==> src/rtl/vec_mem_stage_if.sv <==
// Single-port synchronous data-memory bus between the vector memory stage and the data memory.
// Read data is expected one cycle after mem_re.
interface vec_mem_stage_if #(
    parameter int unsigned DW = 32
) ();
    logic [DW-1:0] mem_addr;
    logic [DW-1:0] mem_wdata;
    logic          mem_we;
    logic          mem_re;
    logic [DW-1:0] mem_rdata;

    modport master (
        output mem_addr,
        output mem_wdata,
        output mem_we,
        output mem_re,
        input  mem_rdata
    );

    modport slave (
        input  mem_addr,
        input  mem_wdata,
        input  mem_we,
        input  mem_re,
        output mem_rdata
    );
endinterface

==> src/rtl/vec_mem_stage.sv <==
// Vector pipeline MEM stage: serialises scalar and LANES-wide vector loads/stores onto a
// single-port synchronous-read memory, stalling upstream until the access completes.
module vec_mem_stage #(
    parameter int unsigned LANES     = 16,
    parameter int unsigned DW        = 32,
    parameter int unsigned ADDR_STEP = 1
) (
    input  logic                       CLK,
    input  logic                       RST,
    input  logic [LANES-1:0][DW-1:0]   ALUResultM,
    input  logic [LANES-1:0][DW-1:0]   WriteDataM,
    input  logic                       MemWriteM,
    input  logic                       MemtoRegM,
    input  logic                       v_s_m,
    vec_mem_stage_if.master            mem,
    output logic [LANES-1:0][DW-1:0]   ReadDataM,
    output logic                       StallM,
    output logic                       MemDoneM
);

    localparam int unsigned BW = $clog2(LANES);

    typedef enum logic [2:0] {StIdle, StVst, StVld, StCap, StDone} state_e;

    state_e                   state_q, state_d;
    logic [BW-1:0]            beat_q, beat_d;
    logic [DW-1:0]            base_q, base_d;
    logic                     vec_q, vec_d;
    logic [LANES-1:0][DW-1:0] wbuf_q, wbuf_d;
    logic [LANES-1:0][DW-1:0] rbuf_q, rbuf_d;
    logic [LANES-1:0][DW-1:0] rdata_q, rdata_d;

    logic          req, is_store, last_beat;
    logic [DW-1:0] beat_addr;
    logic [DW-1:0] addr_o, wdata_o;
    logic          we_o, re_o, stall_o, done_o;

    // Only lane 0 carries the base address; the other lane addresses are derived.
    logic unused_lane_addr;
    assign unused_lane_addr = ^ALUResultM[LANES-1:1];

    assign req       = MemWriteM | MemtoRegM;
    assign is_store  = MemWriteM;
    assign last_beat = (beat_q == BW'(LANES - 1));
    assign beat_addr = base_q + DW'(beat_q) * DW'(ADDR_STEP);

    always_comb begin
        state_d = state_q;
        beat_d  = beat_q;
        base_d  = base_q;
        vec_d   = vec_q;
        wbuf_d  = wbuf_q;
        rbuf_d  = rbuf_q;
        rdata_d = rdata_q;
        addr_o  = '0;
        wdata_o = '0;
        we_o    = 1'b0;
        re_o    = 1'b0;
        stall_o = 1'b0;
        done_o  = 1'b0;

        unique case (state_q)
            StIdle: begin
                if (req) begin
                    // Beat 0 goes straight from the pipeline register; later beats use latches.
                    addr_o  = ALUResultM[0];
                    wdata_o = WriteDataM[0];
                    we_o    = is_store;
                    re_o    = ~is_store;
                    base_d  = ALUResultM[0];
                    wbuf_d  = WriteDataM;
                    vec_d   = v_s_m;
                    if (is_store && !v_s_m) begin
                        done_o = 1'b1;
                    end else begin
                        stall_o = 1'b1;
                        if (v_s_m) begin
                            beat_d  = BW'(1);
                            state_d = is_store ? StVst : StVld;
                        end else begin
                            state_d = StCap;
                        end
                    end
                end
            end
            StVst: begin
                addr_o  = beat_addr;
                wdata_o = wbuf_q[beat_q];
                we_o    = 1'b1;
                if (last_beat) begin
                    done_o  = 1'b1;
                    beat_d  = '0;
                    state_d = StIdle;
                end else begin
                    stall_o = 1'b1;
                    beat_d  = beat_q + BW'(1);
                end
            end
            StVld: begin
                addr_o  = beat_addr;
                re_o    = 1'b1;
                stall_o = 1'b1;
                // Data returning now belongs to the previous beat.
                rbuf_d[beat_q - BW'(1)] = mem.mem_rdata;
                if (last_beat) begin
                    beat_d  = '0;
                    state_d = StCap;
                end else begin
                    beat_d = beat_q + BW'(1);
                end
            end
            StCap: begin
                stall_o = 1'b1;
                state_d = StDone;
                if (vec_q) begin
                    rbuf_d[LANES-1] = mem.mem_rdata;
                    rdata_d         = rbuf_d;
                end else begin
                    rbuf_d[0]  = mem.mem_rdata;
                    rdata_d    = '0;
                    rdata_d[0] = mem.mem_rdata;
                end
            end
            StDone: begin
                done_o  = 1'b1;
                state_d = StIdle;
            end
            default: state_d = StIdle;
        endcase

        if (!RST) begin
            addr_o  = '0;
            wdata_o = '0;
            we_o    = 1'b0;
            re_o    = 1'b0;
            stall_o = 1'b0;
            done_o  = 1'b0;
        end
    end

    always_ff @(posedge CLK) begin
        if (!RST) begin
            state_q <= StIdle;
            beat_q  <= '0;
            base_q  <= '0;
            vec_q   <= 1'b0;
            wbuf_q  <= '0;
            rbuf_q  <= '0;
            rdata_q <= '0;
        end else begin
            state_q <= state_d;
            beat_q  <= beat_d;
            base_q  <= base_d;
            vec_q   <= vec_d;
            wbuf_q  <= wbuf_d;
            rbuf_q  <= rbuf_d;
            rdata_q <= rdata_d;
        end
    end

    assign mem.mem_addr  = addr_o;
    assign mem.mem_wdata = wdata_o;
    assign mem.mem_we    = we_o;
    assign mem.mem_re    = re_o;
    assign ReadDataM     = rdata_q;
    assign StallM        = stall_o;
    assign MemDoneM      = done_o;

endmodule
==> src/flat_wrapper.sv <==
// flat-port wrapper written by rule: the top's interface ports become plain ports
module vec_mem_stage_flat 
#(
    parameter int unsigned LANES     = 16,
    parameter int unsigned DW        = 32,
    parameter int unsigned ADDR_STEP = 1
)
  (CLK, RST, ALUResultM, WriteDataM, MemWriteM, MemtoRegM, v_s_m, ReadDataM, StallM, MemDoneM, mem_mem_addr, mem_mem_wdata, mem_mem_we, mem_mem_re, mem_mem_rdata);
  vec_mem_stage_if #(.DW(DW)) mem_i ();
  input  logic CLK;
  input  logic RST;
  input  logic [LANES-1:0][DW-1:0] ALUResultM;
  input  logic [LANES-1:0][DW-1:0] WriteDataM;
  input  logic MemWriteM;
  input  logic MemtoRegM;
  input  logic v_s_m;
  output logic [LANES-1:0][DW-1:0] ReadDataM;
  output logic StallM;
  output logic MemDoneM;
  output wire logic [$bits(mem_i.mem_addr)-1:0] mem_mem_addr;
  output wire logic [$bits(mem_i.mem_wdata)-1:0] mem_mem_wdata;
  output wire logic [$bits(mem_i.mem_we)-1:0] mem_mem_we;
  output wire logic [$bits(mem_i.mem_re)-1:0] mem_mem_re;
  input wire logic [$bits(mem_i.mem_rdata)-1:0] mem_mem_rdata;
  assign mem_mem_addr = mem_i.mem_addr;
  assign mem_mem_wdata = mem_i.mem_wdata;
  assign mem_mem_we = mem_i.mem_we;
  assign mem_mem_re = mem_i.mem_re;
  assign mem_i.mem_rdata = mem_mem_rdata;
  vec_mem_stage #(.LANES(LANES), .DW(DW), .ADDR_STEP(ADDR_STEP)) u_core (.CLK(CLK), .RST(RST), .ALUResultM(ALUResultM), .WriteDataM(WriteDataM), .MemWriteM(MemWriteM), .MemtoRegM(MemtoRegM), .v_s_m(v_s_m), .mem(mem_i), .ReadDataM(ReadDataM), .StallM(StallM), .MemDoneM(MemDoneM));
endmodule
==> config.mk <==
export PLATFORM = sky130hd
export DESIGN_NAME = vec_mem_stage_flat
export DESIGN_NICKNAME = d
export VERILOG_FILES = /design/src/rtl/vec_mem_stage_if.sv /design/src/rtl/vec_mem_stage.sv /design/src/flat_wrapper.sv
export SDC_FILE = /design/constraint.sdc
export NUM_CORES = 2
export LEC_CHECK = 0
export CORE_AREA = 2 2 646 648
export DETAILED_ROUTE_END_ITERATION = 10
export DIE_AREA = 0 0 648 650
export SLEW_MARGIN = 15
export SYNTH_ARGS = -nofsm -noshare
export SYNTH_HDL_FRONTEND = slang
export SYNTH_SLANG_ARGS = --single-unit
==> constraint.sdc <==
create_clock -name CLK -period 5.3 [get_ports CLK]
set_input_delay 1.06 -clock CLK [delete_from_list [all_inputs] [get_ports CLK]]
set_output_delay 1.06 -clock CLK [all_outputs]
set_load 0.05 [all_outputs]
# Word level (Yosys, flattened, before mapping)
# Cells that the tools add are included.
word_totals:
  regBits: 1576
  latchBits: 0
  mem_bits_rw: 0
  romBits: 0
  elab_cells: 129
  mem_count: 0
op_classes:
  n_addsub: 3
  n_mul: 0
  div_mod_pow: 0
  order_cmp: 3
  eq_ne: 12
  shift: 0
  muxes: 44
  bitwise: 2
  reduce_logical: 13
op_table:
  columns: ["op", "count"]
  rows:
  - ["$bwmux 512", 1]
  - ["$mux 512", 1]
  - ["$mux 32", 8]
  - ["$pmux 32 s2", 4]
  - ["$bmux 32 s4", 1]
  - ["$demux 32 s4", 1]
  - ["$add 32x4->32", 1]
  - ["$mux 4", 4]
  - ["$mux 3", 5]
  - ["$mux 1", 12]
  - ["$pmux 3 s4", 1]
  - ["$lt 4x5->1 const B", 2]
  - ["$ne 2x1->1 const B", 4]
  - ["$pmux 4 s2", 1]
  - ["$reduce_and 4->1", 2]
  - ["$eq 3x2->1 const B", 2]
  - ["$ne 2x2->1 const B", 3]
  - ["$pmux 1 s3", 2]
  - ["$reduce_and 2->1", 3]
  - ["$add 4x1->4 const B", 1]
  - ["$eq 4x4->1 const B", 1]
  - ["$ge 4x1->1 const B", 1]
  - ["$pmux 1 s2", 2]
  - ["$reduce_bool 2->1", 2]
  - ["other kinds (10)", 12]

# Longest topological paths before layout
logic_depth:
  ltp_word: 7
  depth_mapped: 12
  depth_no_buf: 8

# Least setup slack after synthesis
# Ideal clock, no wire load.
synth_path:
  kind: "flip-flop to output port"
  startpoint: "register u_core.beat_q[1]"
  endpoint: "output port mem_mem_addr[16]"
  arrival_time_ns: 3.660
  t_required_ns: 4.240
  path_slack_ns: 0.580
  stages_incl_launch_ff: 12
  path_buffers: 4
  path_cell_list: "dfxtp_1 buf_2 clkbuf_1 clkbuf_1 inv_1 fa_1 nor2b_1 o31ai_2 clkbuf_1 nor3_1 xnor2_1 o21ai_0"
synth_between:
  elab_chain_cells: 3
synth_rtl:
  columns: ["element", "line", "text"]
  rows:
  - ["from (decl)", "vec_mem_stage.sv:26", "logic [BW-1:0] beat_q, beat_d;"]
  - ["from (signal assigned)", "vec_mem_stage.sv:152", "beat_q <= beat_d;"]
  - ["$add 32x4->32", "vec_mem_stage.sv:45", "assign beat_addr = base_q + DW'(beat_q) * DW'(ADDR_STEP);"]
  - ["$pmux 32 s2", "vec_mem_stage.sv:62", "unique case (state_q)"]
  - ["$mux 32", "vec_mem_stage.sv:131", "if (!RST) begin"]
  - ["to (decl)", "flat_wrapper.sv:20", "output wire logic [$bits(mem_i.mem_addr)-1:0] mem_mem_addr;"]
# No other way between the ends.

# Worst setup path in the final report
layout_path:
  startpoint: "input port MemtoRegM"
  endpoint: "output port mem_mem_wdata[17]"
layout_between:
  elab_chain_cells: 4
layout_rtl:
  columns: ["element", "line", "text"]
  rows:
  - ["from (decl)", "flat_wrapper.sv:15", "input logic MemtoRegM;"]
  - ["$or 1x1->1", "vec_mem_stage.sv:42", "assign req = MemWriteM | MemtoRegM;"]
  - ["$mux 32", "vec_mem_stage.sv:64", "if (req) begin"]
  - ["$pmux 32 s2", "vec_mem_stage.sv:62", null]
  - ["$mux 32", "vec_mem_stage.sv:131", null]
  - ["to (decl)", "flat_wrapper.sv:21", "output wire logic [$bits(mem_i.mem_wdata)-1:0] mem_mem_wdata;"]
# No other way between the ends.

==> run_results.csv <==
group,metric,value,unit
timing,hold_viol,0,
setup_path,startpoint_type,"input port",
routing,viasPerCell,3.970,
grt,globalRouteOverflowTotal,0,
setup_path,r2r-end,"u_core.rbuf_q[42]",
synthesis,ys.flop_type,"dfxtp_1",
placed_design,port_buffers,1160,
clocking,cts_tree,"done",
setup_path,r2r_start,"u_core.beat_q[0]",
setup_path,crit_required,4.24,ns
final_layout,fin_cells,13420,
final_layout,stdcell_area,0.08640,sq mm
worst_hold_path,worstHoldStart,"u_core.rbuf_q[385]",
routing,wl_met2,149.0,mm
floorplan,die_h,650,microns
final_layout,multi_input_area,0.02849,sq mm
final_layout,area_growth,39.31,%
timing,max_freq,0.1958,GHz
timing,skew,0.09850,ns
synthesis,postSynthAreaPerCell,9.044,sq um
timing,relSlewSlack,18.03,%
pwr,ir_drop,0.2679,mV
placed_design,pre_cts_ws,-0.1932,ns
final_layout,nets,8802,
synthesis,synth_edf_count,0,
synthesis,synth_cell_types,67,
clocking,cts_hold_buf,0,
final_layout,seq_area,0.03092,sq mm
clocking,cts-buffers-inserted,181,
grt,track_usage,14.35,%
timing,setup_ws,0.1939,ns
setup_path,cp_max_fo,27,
synthesis,synth_top_area_share,49.84,%
setup_path,crit_type,"input port to output port",
clocking,clk_pin_slew,0.06,ns
grt,grt_start_max_net_pins,248,
routing,drc,0,
routing,ant_nets,0,
synthesis,netlist_area,0.06202,sq mm
synthesis,synth_seq_area_share,49.84,%
synthesis,netlist_top_cells_count,"nand2_1 (1899), dfxtp_1 (1544), a21boi_0 (778)",
routing,met3_length,24.83,mm
clocking,clock-sinks,1544,
run_status,outcome,"finished clean",
grt,grt_pass1_wl,421.0,mm
routing,top_layer_used,"met5",
routing,drtIter0Drc,4363,
floorplan,fp.dieW,648,microns
timing,setup_viol,0,
placed_design,place_area,0.08014,sq mm
synthesis,synthesis.nets,7929,
clocking,cts-htree-levels,4,
placed_design,dp.cells,13040,
synthesis,synth_top_area_cell,"dfxtp_1",
pwr,p_leak,0.02993,uW
synthesis,postSynthCellCount,6857,
clocking,clock_latency,0.94,ns
worst_hold_path,whs_endpoint,"u_core.ReadDataM[385]",
timing,rsz0062_at_grt,"no",
worst_hold_path,hold_class,"flop to flop",
floorplan,ios,1641,
routing,wl_met1,127.4,mm
timing,final_max_slew_viol_count,0,
floorplan,dieArea,0.4212,sq mm
clocking,root_buffer,"clkbuf_16",
floorplan,row_count,237,
setup_path,worstRegToRegCells,10,
placed_design,place_congestion,0.8472,
synthesis,yosysMostFrequentCell,"nand2_1",
clocking,cts_max_path_buffers,4,
floorplan,initial_core_util,14.95,%
worst_hold_path,hold_path_depth,2,
grt,grt_pass1_vias,50510,
final_layout,drive_gt1_share,9.305,%
pwr,total_power,29100,uW
setup_path,arrival,4.05,ns
placed_design,dp_hpwl,234.3,mm
routing,firstDrtPassIters,7,
setup_path,worst_setup_path_end_kind,"output port",
synthesis,synth_seq_cells,1544,
routing,routedWlPerCell,23.56,microns
timing,worstMarginPinSlew,1.230,ns
final_layout,fillers,45660,
timing,min_period,5.106,ns
routing,routed_wl,316.3,mm
pwr,power_density,336.8,mW/mm^2
setup_path,reg2reg_slack,1.61,ns
floorplan,core_area,0.4149,sq mm
synthesis,async_flop_share,0,%
synthesis,yosys-top-cells-area,"dfxtp_1 (50%), nand2_1 (11%), a21boi_0 (9.4%)",
timing,finalCritPeriodShare,96.34,%
timing,setup_tns,0,ns
routing,num_vias,53290,
grt,antenna_found_initial,163,
synthesis,yosys_warnings,0,
job,maxCapViolations,0,
per-stage QoR:
stage | utilization [%] | hold slack (ns)
after global placement | 19.32 | 0.4381
final | 20.83 | 0.4284
after CTS | 20.79 | 0.4382
after detailed placement | 19.32 | 0.4414
after floorplan | - | 0.4319
after global routing | 20.81 | 0.4534
area by class of cell:
cell class,count,area share (%)
Clock buffer,251,6.036
Clock inverter,69,1.005
Tap cell,5497,7.961
Sequential cell,1544,35.79
Multi-Input combinational cell,4669,32.97
Antenna cell,58,0.1680
Inverter,13,0.05648
Timing Repair Buffer,1321,16.01
critical path, cell delays in order:
cell and delay [ns]:
clkdlybuf4s50_1 0.64, nor2_1 0.44, nor4_4 0.07, buf_4 0.30, buf_4 0.24, a221oi_2 0.57
buf_4 0.23, o21ai_0 0.19, buf_12 0.25
repair_timing:
item | 4_1_cts | 5_1_grt
resized for setup | 1 | 0
setup endpoints to repair | 1 | 0
setup buffers | 1 | 0
layer usage:
layer | vias up | GRT usage [%]
met2 | 1789 | 24.10
li1 | 25120 | -
met1 | 25760 | 16.86
met5 | - | 0
met3 | 559 | 4.491
met4 | 56 | 5.788
power breakdown:
group          internal, uW  total [uW]  switching (uW)
combinational          1480        3840            2360
clock                  7500       12900            5430
sequential            12000       12300             303
layout by cell type (no fill, tap or decap), types with 4 or more instances in the layout:
master / n
clkinv_16: 5
mux4_2: 128
bufinv_16: 12
clkbuf_1: 30
diode_2: 58
a21oi_1: 13
o211a_1: 34
dfxtp_1: 1540
nand3_2: 4
a21boi_1: 247
nor2b_1: 68
mux2i_1: 320
a21boi_0: 778
nor3_2: 4
nand2_2: 36
clkbuf_16: 183
o21ai_0: 256
clkinv_2: 31
clkinvlp_4: 8
ha_1: 10
and3_1: 5
clkdlybuf4s50_1: 1091
o21ai_1: 31
nand2_1: 1867
nor3_1: 8
clkbuf_8: 38
buf_4: 135
o21a_1: 4
a221oi_2: 4
nand3_1: 711
buf_12: 94
a221oi_1: 29
dfxtp_4: 4
inv_1: 13
inv_6: 6
xnor2_1: 28
nor2_1: 15
registers in the layout, summed over array words and instances, names as in the netlist:
register,cells
u_core.wbuf_q,512
u_core.rbuf_q,480
u_core.ReadDataM,512
u_core.state_q,3
u_core.vec_q,1
u_core.beat_q,4
u_core.base_q,32
how the worst max path moves through the flow:
stage                           from  slack [ns]                end  depth (start not counted)
floorplan           u_core.beat_q[1]        0.58   mem_mem_addr[16]                         11
global placement           MemtoRegM       -0.17  mem_mem_wdata[17]                          9
detailed placement         MemWriteM       -0.19  mem_mem_wdata[17]                          9
CTS                 u_core.beat_q[0]        0.07  mem_mem_wdata[17]                          7
global route        u_core.beat_q[1]        0.03   mem_mem_addr[26]                          9
finish                     MemtoRegM        0.19  mem_mem_wdata[17]                          9
cell families after synthesis:
| group | after synthesis | synth area share, % |
|---|---|---|
| AOI/OAI and AO/OA | 1416 | 16.20 |
| muxes | 448 | 9.813 |
| buffers and inverters | 644 | 4.517 |
| DFF | 1544 | 49.84 |
| and+or+nand+nor | 2765 | 18.99 |
| xor gates and xnor gates | 29 | 0.4096 |
| adders and majority gates | 11 | 0.2340 |
No activity file was read; power rests on OpenSTA's default activity.
